<file path="src/rtl/qoi_pkg.sv">
// Shared QOI definitions: chunk tags, pixel type, FSM state encodings and the
// colour hash that picks the index slot.
package qoi_pkg;

  localparam logic [1:0] OP_INDEX = 2'b00;
  localparam logic [1:0] OP_DIFF  = 2'b01;
  localparam logic [1:0] OP_LUMA  = 2'b10;
  localparam logic [1:0] OP_RUN   = 2'b11;
  localparam logic [7:0] OP_RGB   = 8'hFE;
  localparam logic [7:0] OP_RGBA  = 8'hFF;

  typedef struct packed {
    logic [7:0] r;
    logic [7:0] g;
    logic [7:0] b;
    logic [7:0] a;
  } pixel_t;

  typedef enum logic [1:0] {OP, ARGS, EMIT, RUN} state_t;
  typedef enum logic [1:0] {ARG_RGB, ARG_RGBA, ARG_LUMA} arg_t;

  // Only the low six bits survive the mod 64, so 8-bit wrapping products suffice.
  function automatic logic [5:0] qoi_hash(input pixel_t p);
    logic [7:0] sum;
    sum = p.r * 8'd3 + p.g * 8'd5 + p.b * 8'd7 + p.a * 8'd11;
    return sum[5:0];
  endfunction

endpackage

</file>
<file path="src/rtl/qoi_if.sv">
// Byte-in / pixel-out stream bundle between a QOI chunk source, the decoder
// and the pixel consumer.
interface qoi_if;
  logic [7:0] in_byte;
  logic       in_valid;
  logic       in_ready;
  logic [7:0] px_r;
  logic [7:0] px_g;
  logic [7:0] px_b;
  logic [7:0] px_a;
  logic       px_valid;
  logic       px_ready;

  modport master (
    output in_byte, in_valid, px_ready,
    input  in_ready, px_r, px_g, px_b, px_a, px_valid
  );

  modport slave (
    input  in_byte, in_valid, px_ready,
    output in_ready, px_r, px_g, px_b, px_a, px_valid
  );
endinterface

</file>
<file path="src/rtl/qoi_index_ram.sv">
// 64-entry colour index: one synchronous write port, one combinational read
// port, cleared asynchronously by reset.
module qoi_index_ram
  import qoi_pkg::*;
(
  input  logic       clk,
  input  logic       rst,
  input  logic       we,
  input  logic [5:0] waddr,
  input  pixel_t     wdata,
  input  logic [5:0] raddr,
  output pixel_t     rdata
);

  pixel_t mem [64];

  always_ff @(posedge clk or negedge rst) begin
    if (!rst) begin
      for (int i = 0; i < 64; i++) mem[i] <= '0;
    end else if (we) begin
      mem[waddr] <= wdata;
    end
  end

  // A write lands on the edge, so an INDEX op in the following cycle reads it.
  assign rdata = mem[raddr];

endmodule

</file>
<file path="src/rtl/qoi_decoder.sv">
// QOI chunk-stream decoder: consumes op/argument bytes and emits one RGBA
// pixel per handshake, expanding runs from the previous pixel.
module qoi_decoder
  import qoi_pkg::*;
(
  input  logic   clk,
  input  logic   rst,
  qoi_if.slave   bus,
  output logic   idle
);

  state_t      state, nxt;
  arg_t        arg_sel;
  logic [1:0]  arg_idx;
  logic [7:0]  luma0;
  logic [5:0]  run_cnt;
  logic        armed;
  pixel_t      prev, px, acc, acc_nxt, new_px, idx_rd;
  logic        in_rdy, take, load_px, last_arg;

  function automatic pixel_t diff_px(input pixel_t p, input logic [7:0] op);
    diff_px   = p;
    diff_px.r = p.r + {6'd0, op[5:4]} - 8'd2;
    diff_px.g = p.g + {6'd0, op[3:2]} - 8'd2;
    diff_px.b = p.b + {6'd0, op[1:0]} - 8'd2;
  endfunction

  function automatic pixel_t luma_px(input pixel_t p, input logic [7:0] b0,
                                     input logic [7:0] b1);
    logic [7:0] vg;
    vg        = {2'd0, b0[5:0]} - 8'd32;
    luma_px   = p;
    luma_px.g = p.g + vg;
    luma_px.r = p.r + vg + {4'd0, b1[7:4]} - 8'd8;
    luma_px.b = p.b + vg + {4'd0, b1[3:0]} - 8'd8;
  endfunction

  qoi_index_ram u_index (
    .clk   (clk),
    .rst   (rst),
    .we    (load_px),
    .waddr (qoi_hash(new_px)),
    .wdata (new_px),
    .raddr (bus.in_byte[5:0]),
    .rdata (idx_rd)
  );

  // armed holds in_ready low through reset and for nothing longer.
  assign in_rdy = armed && (state == OP || state == ARGS);
  assign take   = bus.in_valid && in_rdy;

  always_comb begin
    nxt      = state;
    load_px  = 1'b0;
    new_px   = prev;
    acc_nxt  = acc;
    last_arg = 1'b0;
    case (arg_idx)
      2'd0:    acc_nxt.r = bus.in_byte;
      2'd1:    acc_nxt.g = bus.in_byte;
      2'd2:    acc_nxt.b = bus.in_byte;
      default: acc_nxt.a = bus.in_byte;
    endcase
    case (state)
      OP: if (take) begin
        if (bus.in_byte == OP_RGB || bus.in_byte == OP_RGBA) begin
          nxt = ARGS;
        end else begin
          case (bus.in_byte[7:6])
            OP_INDEX: begin new_px = idx_rd; load_px = 1'b1; nxt = EMIT; end
            OP_DIFF:  begin new_px = diff_px(prev, bus.in_byte); load_px = 1'b1; nxt = EMIT; end
            OP_LUMA:  nxt = ARGS;
            default:  nxt = RUN;
          endcase
        end
      end
      ARGS: if (take) begin
        last_arg = (arg_sel == ARG_LUMA) ||
                   (arg_sel == ARG_RGB  && arg_idx == 2'd2) ||
                   (arg_sel == ARG_RGBA && arg_idx == 2'd3);
        if (last_arg) begin
          new_px  = (arg_sel == ARG_LUMA) ? luma_px(prev, luma0, bus.in_byte) : acc_nxt;
          load_px = 1'b1;
          nxt     = EMIT;
        end
      end
      EMIT: if (bus.px_ready) nxt = OP;
      RUN:  if (bus.px_ready && run_cnt == 6'd0) nxt = OP;
      default: nxt = OP;
    endcase
  end

  always_ff @(posedge clk or negedge rst) begin
    if (!rst) begin
      state   <= OP;
      armed   <= 1'b0;
      arg_sel <= ARG_RGB;
      arg_idx <= 2'd0;
      luma0   <= 8'd0;
      run_cnt <= 6'd0;
      acc     <= '0;
      prev    <= '{r: 8'd0, g: 8'd0, b: 8'd0, a: 8'd255};
      px      <= '0;
    end else begin
      armed <= 1'b1;
      state <= nxt;
      if (load_px) begin
        prev <= new_px;
        px   <= new_px;
      end
      case (state)
        OP: if (take) begin
          arg_idx <= 2'd0;
          acc     <= prev;
          if (bus.in_byte == OP_RGB)       arg_sel <= ARG_RGB;
          else if (bus.in_byte == OP_RGBA) arg_sel <= ARG_RGBA;
          else if (bus.in_byte[7:6] == OP_LUMA) begin
            arg_sel <= ARG_LUMA;
            luma0   <= bus.in_byte;
          end else if (bus.in_byte[7:6] == OP_RUN) begin
            run_cnt <= bus.in_byte[5:0];
            px      <= prev;
          end
        end
        ARGS: if (take) begin
          acc     <= acc_nxt;
          arg_idx <= arg_idx + 2'd1;
        end
        RUN: if (bus.px_ready && run_cnt != 6'd0) run_cnt <= run_cnt - 6'd1;
        default: ;
      endcase
    end
  end

  assign bus.in_ready = in_rdy;
  assign bus.px_valid = (state == EMIT) || (state == RUN);
  assign bus.px_r     = px.r;
  assign bus.px_g     = px.g;
  assign bus.px_b     = px.b;
  assign bus.px_a     = px.a;
  assign idle         = (state == OP);

endmodule

</file>
<file path="src/flat_wrapper.sv">
// flat-port wrapper written by rule: the top's interface ports become plain ports
module qoi_decoder_flat import qoi_pkg::*;
  (clk, rst, idle, bus_in_byte, bus_in_valid, bus_px_ready, bus_in_ready, bus_px_r, bus_px_g, bus_px_b, bus_px_a, bus_px_valid);
  qoi_if bus_i ();
  input  logic clk;
  input  logic rst;
  output logic idle;
  input wire logic [$bits(bus_i.in_byte)-1:0] bus_in_byte;
  input wire logic [$bits(bus_i.in_valid)-1:0] bus_in_valid;
  input wire logic [$bits(bus_i.px_ready)-1:0] bus_px_ready;
  output wire logic [$bits(bus_i.in_ready)-1:0] bus_in_ready;
  output wire logic [$bits(bus_i.px_r)-1:0] bus_px_r;
  output wire logic [$bits(bus_i.px_g)-1:0] bus_px_g;
  output wire logic [$bits(bus_i.px_b)-1:0] bus_px_b;
  output wire logic [$bits(bus_i.px_a)-1:0] bus_px_a;
  output wire logic [$bits(bus_i.px_valid)-1:0] bus_px_valid;
  assign bus_i.in_byte = bus_in_byte;
  assign bus_i.in_valid = bus_in_valid;
  assign bus_i.px_ready = bus_px_ready;
  assign bus_in_ready = bus_i.in_ready;
  assign bus_px_r = bus_i.px_r;
  assign bus_px_g = bus_i.px_g;
  assign bus_px_b = bus_i.px_b;
  assign bus_px_a = bus_i.px_a;
  assign bus_px_valid = bus_i.px_valid;
  qoi_decoder u_core (.clk(clk), .rst(rst), .bus(bus_i), .idle(idle));
endmodule
</file>
<file path="config.mk">
export PLATFORM = sky130hd
export DESIGN_NAME = qoi_decoder_flat
export DESIGN_NICKNAME = d
export VERILOG_FILES = /design/src/rtl/qoi_pkg.sv /design/src/rtl/qoi_if.sv /design/src/rtl/qoi_index_ram.sv /design/src/rtl/qoi_decoder.sv /design/src/flat_wrapper.sv
export SDC_FILE = /design/constraint.sdc
export NUM_CORES = 2
export LEC_CHECK = 0
export CAP_MARGIN = 20
export CORE_MARGIN = 5
export CORE_UTILIZATION = 45
export DETAILED_ROUTE_END_ITERATION = 10
export PLACE_DENSITY = 0.66
export SLEW_MARGIN = 0
export SYNTH_ARGS = -nofsm -noshare
export SYNTH_HDL_FRONTEND = slang
export SYNTH_SLANG_ARGS = --single-unit
</file>
<file path="constraint.sdc">
create_clock -name clk -period 17.3 [get_ports clk]
set_input_delay 3.46 -clock clk [delete_from_list [all_inputs] [get_ports clk]]
set_output_delay 3.46 -clock clk [all_outputs]
set_load 0.005 [all_outputs]
</file>
==> run metrics <==
Crit path buffers/inverters=7; ys async rst share=100.0%; Remaining Overflow, GRT=0; Routed Antenna Nets=0; setup TNS=0 ps; Req. time, crit path=18040 ps; vias in the first global route=around 76k; CP max stage delay=~960 ps; path category of the worst min-delay check=register to register; Final #Nets=about 9k; CTS root buf=clkbuf_16; # setup viols final=0; CTS sink cnt=about 2.2k; worst r2r src=u_core.arg_idx[0]; number of max-cap violations=0; Reg2Reg Setup Slack=5290 ps; CP endpoint=u_core.u_index.mem[348]; Crit Path Class=input pin to register; Core Region=between 200000 and 250000 sq um; stages on the worst setup path=29; drt first pass iters=6; 1st-iter DRT viols=roughly 10k; Area Growth Syn to Fin=11.04%; port buffer count=46; final RePlAce weighted congestion=1.006; RSZ-0062 raised after global routing=no; clock latency on the worst-skew pair=890 ps; commonest cells after routing, fill and taps aside=dfrtp_1 (2155), o21ai_0 (1980), nand2_1 (1966), mux4_2 (582), o21ai_1 (382); Seq/Total Area, Yosys=between 50 and 60%; Post-route DRC=0; die area=between 200000 and 250000 sq um; Syn Inst Count=9245; most common cell after layout, fill and taps aside=dfrtp_1; post-synthesis cell type count=92; CTS tree=yes; final-report hold violation count=0; die height=481.3 um; dpl hpwl=roughly 220000 um; global-route wire length before repair=529400 um; TritonCTS buffer count=about 220; Worst Skew=40.23 ps; CP endpoint kind=register; initial antenna violation count=22; f_max=between 60 and 70 MHz; Clock transition at path regs=roughly 60 ps; reg2reg end=u_core.u_index.mem[348]; Worst R2R Path Depth=29; ys flop type=dfrtp_1; status=complete, no violations; min Tclk post-route=approximately 14000 ps; Post-CTS Setup Inserts=0; Final Slew Violations=0; Final Cycle Share=~83%; Rows=173; Mapped Area=between 90000 and 100000 sq um; H-tree levels=4; slowest cell on the critical path=a221oi_1; Max Fanout on Critical Path=77; Net Count, Synth=~9.4k; I/O Pins=47; die width=481.3 um; number of synthesized flops with an enable pin=0; WL/cell=30.10 um; crit start category=input pin; post-CTS sizing=0; maximum clock path buffer count=3; largest net degree at the start of global routing=roughly 210; FF+latch count, synth=~2.2k; Slew headroom=17.87%; vias per inst=roughly 6.4; Hold-fix buffers, CTS=0; GRT Overall Usage=31.13%; layout cells sized above 1=15.04%; Syn Area/Cell=approximately 11 sq um; CP arrival=15070 ps; Yosys warning total=0; Crit. Startpoint=bus_in_byte[1]; via count=76.74k; worst slew pin tran=around 1200 ps; initial core utilization=45.09%; DRT Wirelength=362200 um; critical path's top delay family=compound AO/OA/AOI/OAI gates
## cells by family (layout without fill, tap and decap cells)
family / Yosys count / in the layout / share of synthesized area (%)
muxes: 766 / 766 / 15.18
DFF: 2163 / 2163 / 54.17
AOI/OAI and AO/OA: 2735 / 2735 / 14.39
other: 1 / 12 / 0.003752
xor gates and xnor gates: 66 / 66 / 0.6686
and+or+nand+nor: 2337 / 2337 / 9.193
buffers and inverters: 1054 / 856 / 4.576
adders and majority gates: 123 / 123 / 1.818
## cell usage after synthesis, types with 5 or more instances
cell type	instances	area (sq um)
dfrtp_1	2155	53930
o21ai_0	1982	9920
nand2_1	1969	7391
mux4_2	582	13110
clkbuf_1	569	2136
o21ai_1	387	1937
buf_2	240	1201
nor2_1	170	638.1
inv_1	149	559.3
mux2i_1	141	1411
a21oi_1	117	585.6
nand3_1	94	470.5
ha_1	86	1076
a22oi_1	64	480.5
xnor2_1	54	473.0
fa_1	37	740.7
o22ai_1	35	219.0
buf_1	31	116.4
buf_4	28	210.2
buf_6	26	292.8
a211oi_1	22	165.2
mux2_2	18	202.7
nor3_1	17	85.08
a21o_1	15	112.6
nand4_1	15	93.84
nor2b_1	14	87.58
mux2i_4	13	292.8
and3_1	11	68.82
o211ai_1	11	82.58
o21bai_1	11	82.58
mux2i_2	10	137.6
o221ai_1	10	87.58
a31oi_1	9	56.30
nand2b_1	9	56.30
a221oi_1	8	70.07
a22o_1	8	70.07
dfstp_2	8	210.2
a32oi_1	6	52.55
xnor3_1	6	135.1
and2_1	5	31.28
nand3_2	5	50.05
o31ai_1	5	37.54
xor2_1	5	43.79
## tightest hold or removal path, delay by kind of cell (launching register included)
kind | cells | cell delay (ps)
AOI/OAI and AO/OA | 1 | 60
DFF | 1 | 340
and+or+nand+nor | 1 | 40
## cell type report
class / count / area (sq um)
Fill cell: 19330 / 110700
Sequential cell: 2163 / 54140
Multi-Input combinational cell: 6028 / 42240
Clock buffer: 308 / 6272
Tap cell: 2975 / 3722
Timing Repair Buffer: 305 / 2789
Clock inverter: 88 / 1206
Inverter: 155 / 586.8
Antenna cell: 11 / 27.53
## registers in the layout, indices dropped and copies added (netlist names)
signal              count
u_core.acc             32
u_core.bus.px_r         8
u_core.u_index.mem   2048
u_core.armed            1
u_core.prev            32
u_core.bus.px_a         8
u_core.run_cnt          6
u_core.bus.px_g         8
u_core.state            2
u_core.arg_idx          2
u_core.arg_sel          2
u_core.bus.px_b         8
u_core.luma0            6
## worst min-delay path by stage
stage,endpoint,from,slack [ps],depth (start not counted)
global placement,u_core.u_index.mem[813],u_core.u_index.mem[813],460,2
CTS,u_core.u_index.mem[825],u_core.u_index.mem[825],480,2
floorplan,u_core.u_index.mem[1452],u_core.u_index.mem[1452],440,2
global route,u_core.u_index.mem[440],u_core.u_index.mem[440],490,2
detailed placement,u_core.u_index.mem[825],u_core.u_index.mem[825],460,2
finish,u_core.u_index.mem[1273],u_core.u_index.mem[1273],470,2
## stage by stage
stage          setup WS (ps)  std cells  util (%)  hold WS (ps)  instance area, sq um
2_1_floorplan           4337       9245         -         444.4                 99940
3_3_place_gp            2494      11620     46.57         455.5                103200
3_5_place_dp            2385      11620     46.60         464.6                103300
4_1_cts                 3267      12010     49.97         478.3                110800
5_1_grt                 2954      12020     50.06         488.2                111000
6_report                2975      12030     50.07         474.7                111000
## routing by layer
| layer | routed length (um) | vias to the layer above | global-route usage, % |
|---|---|---|---|
| li1 | - | 31590 | - |
| met1 | 134500 | 39370 | 40.88 |
| met2 | 156400 | 4705 | 44.91 |
| met3 | 43260 | 1065 | 9.707 |
| met4 | 27930 | 10 | 20.04 |
| met5 | 64 | - | 0 |
Power is left out: the tool's default activity adds up to more than one toggle a clock period on the data nets, which glitch-free logic cannot reach.
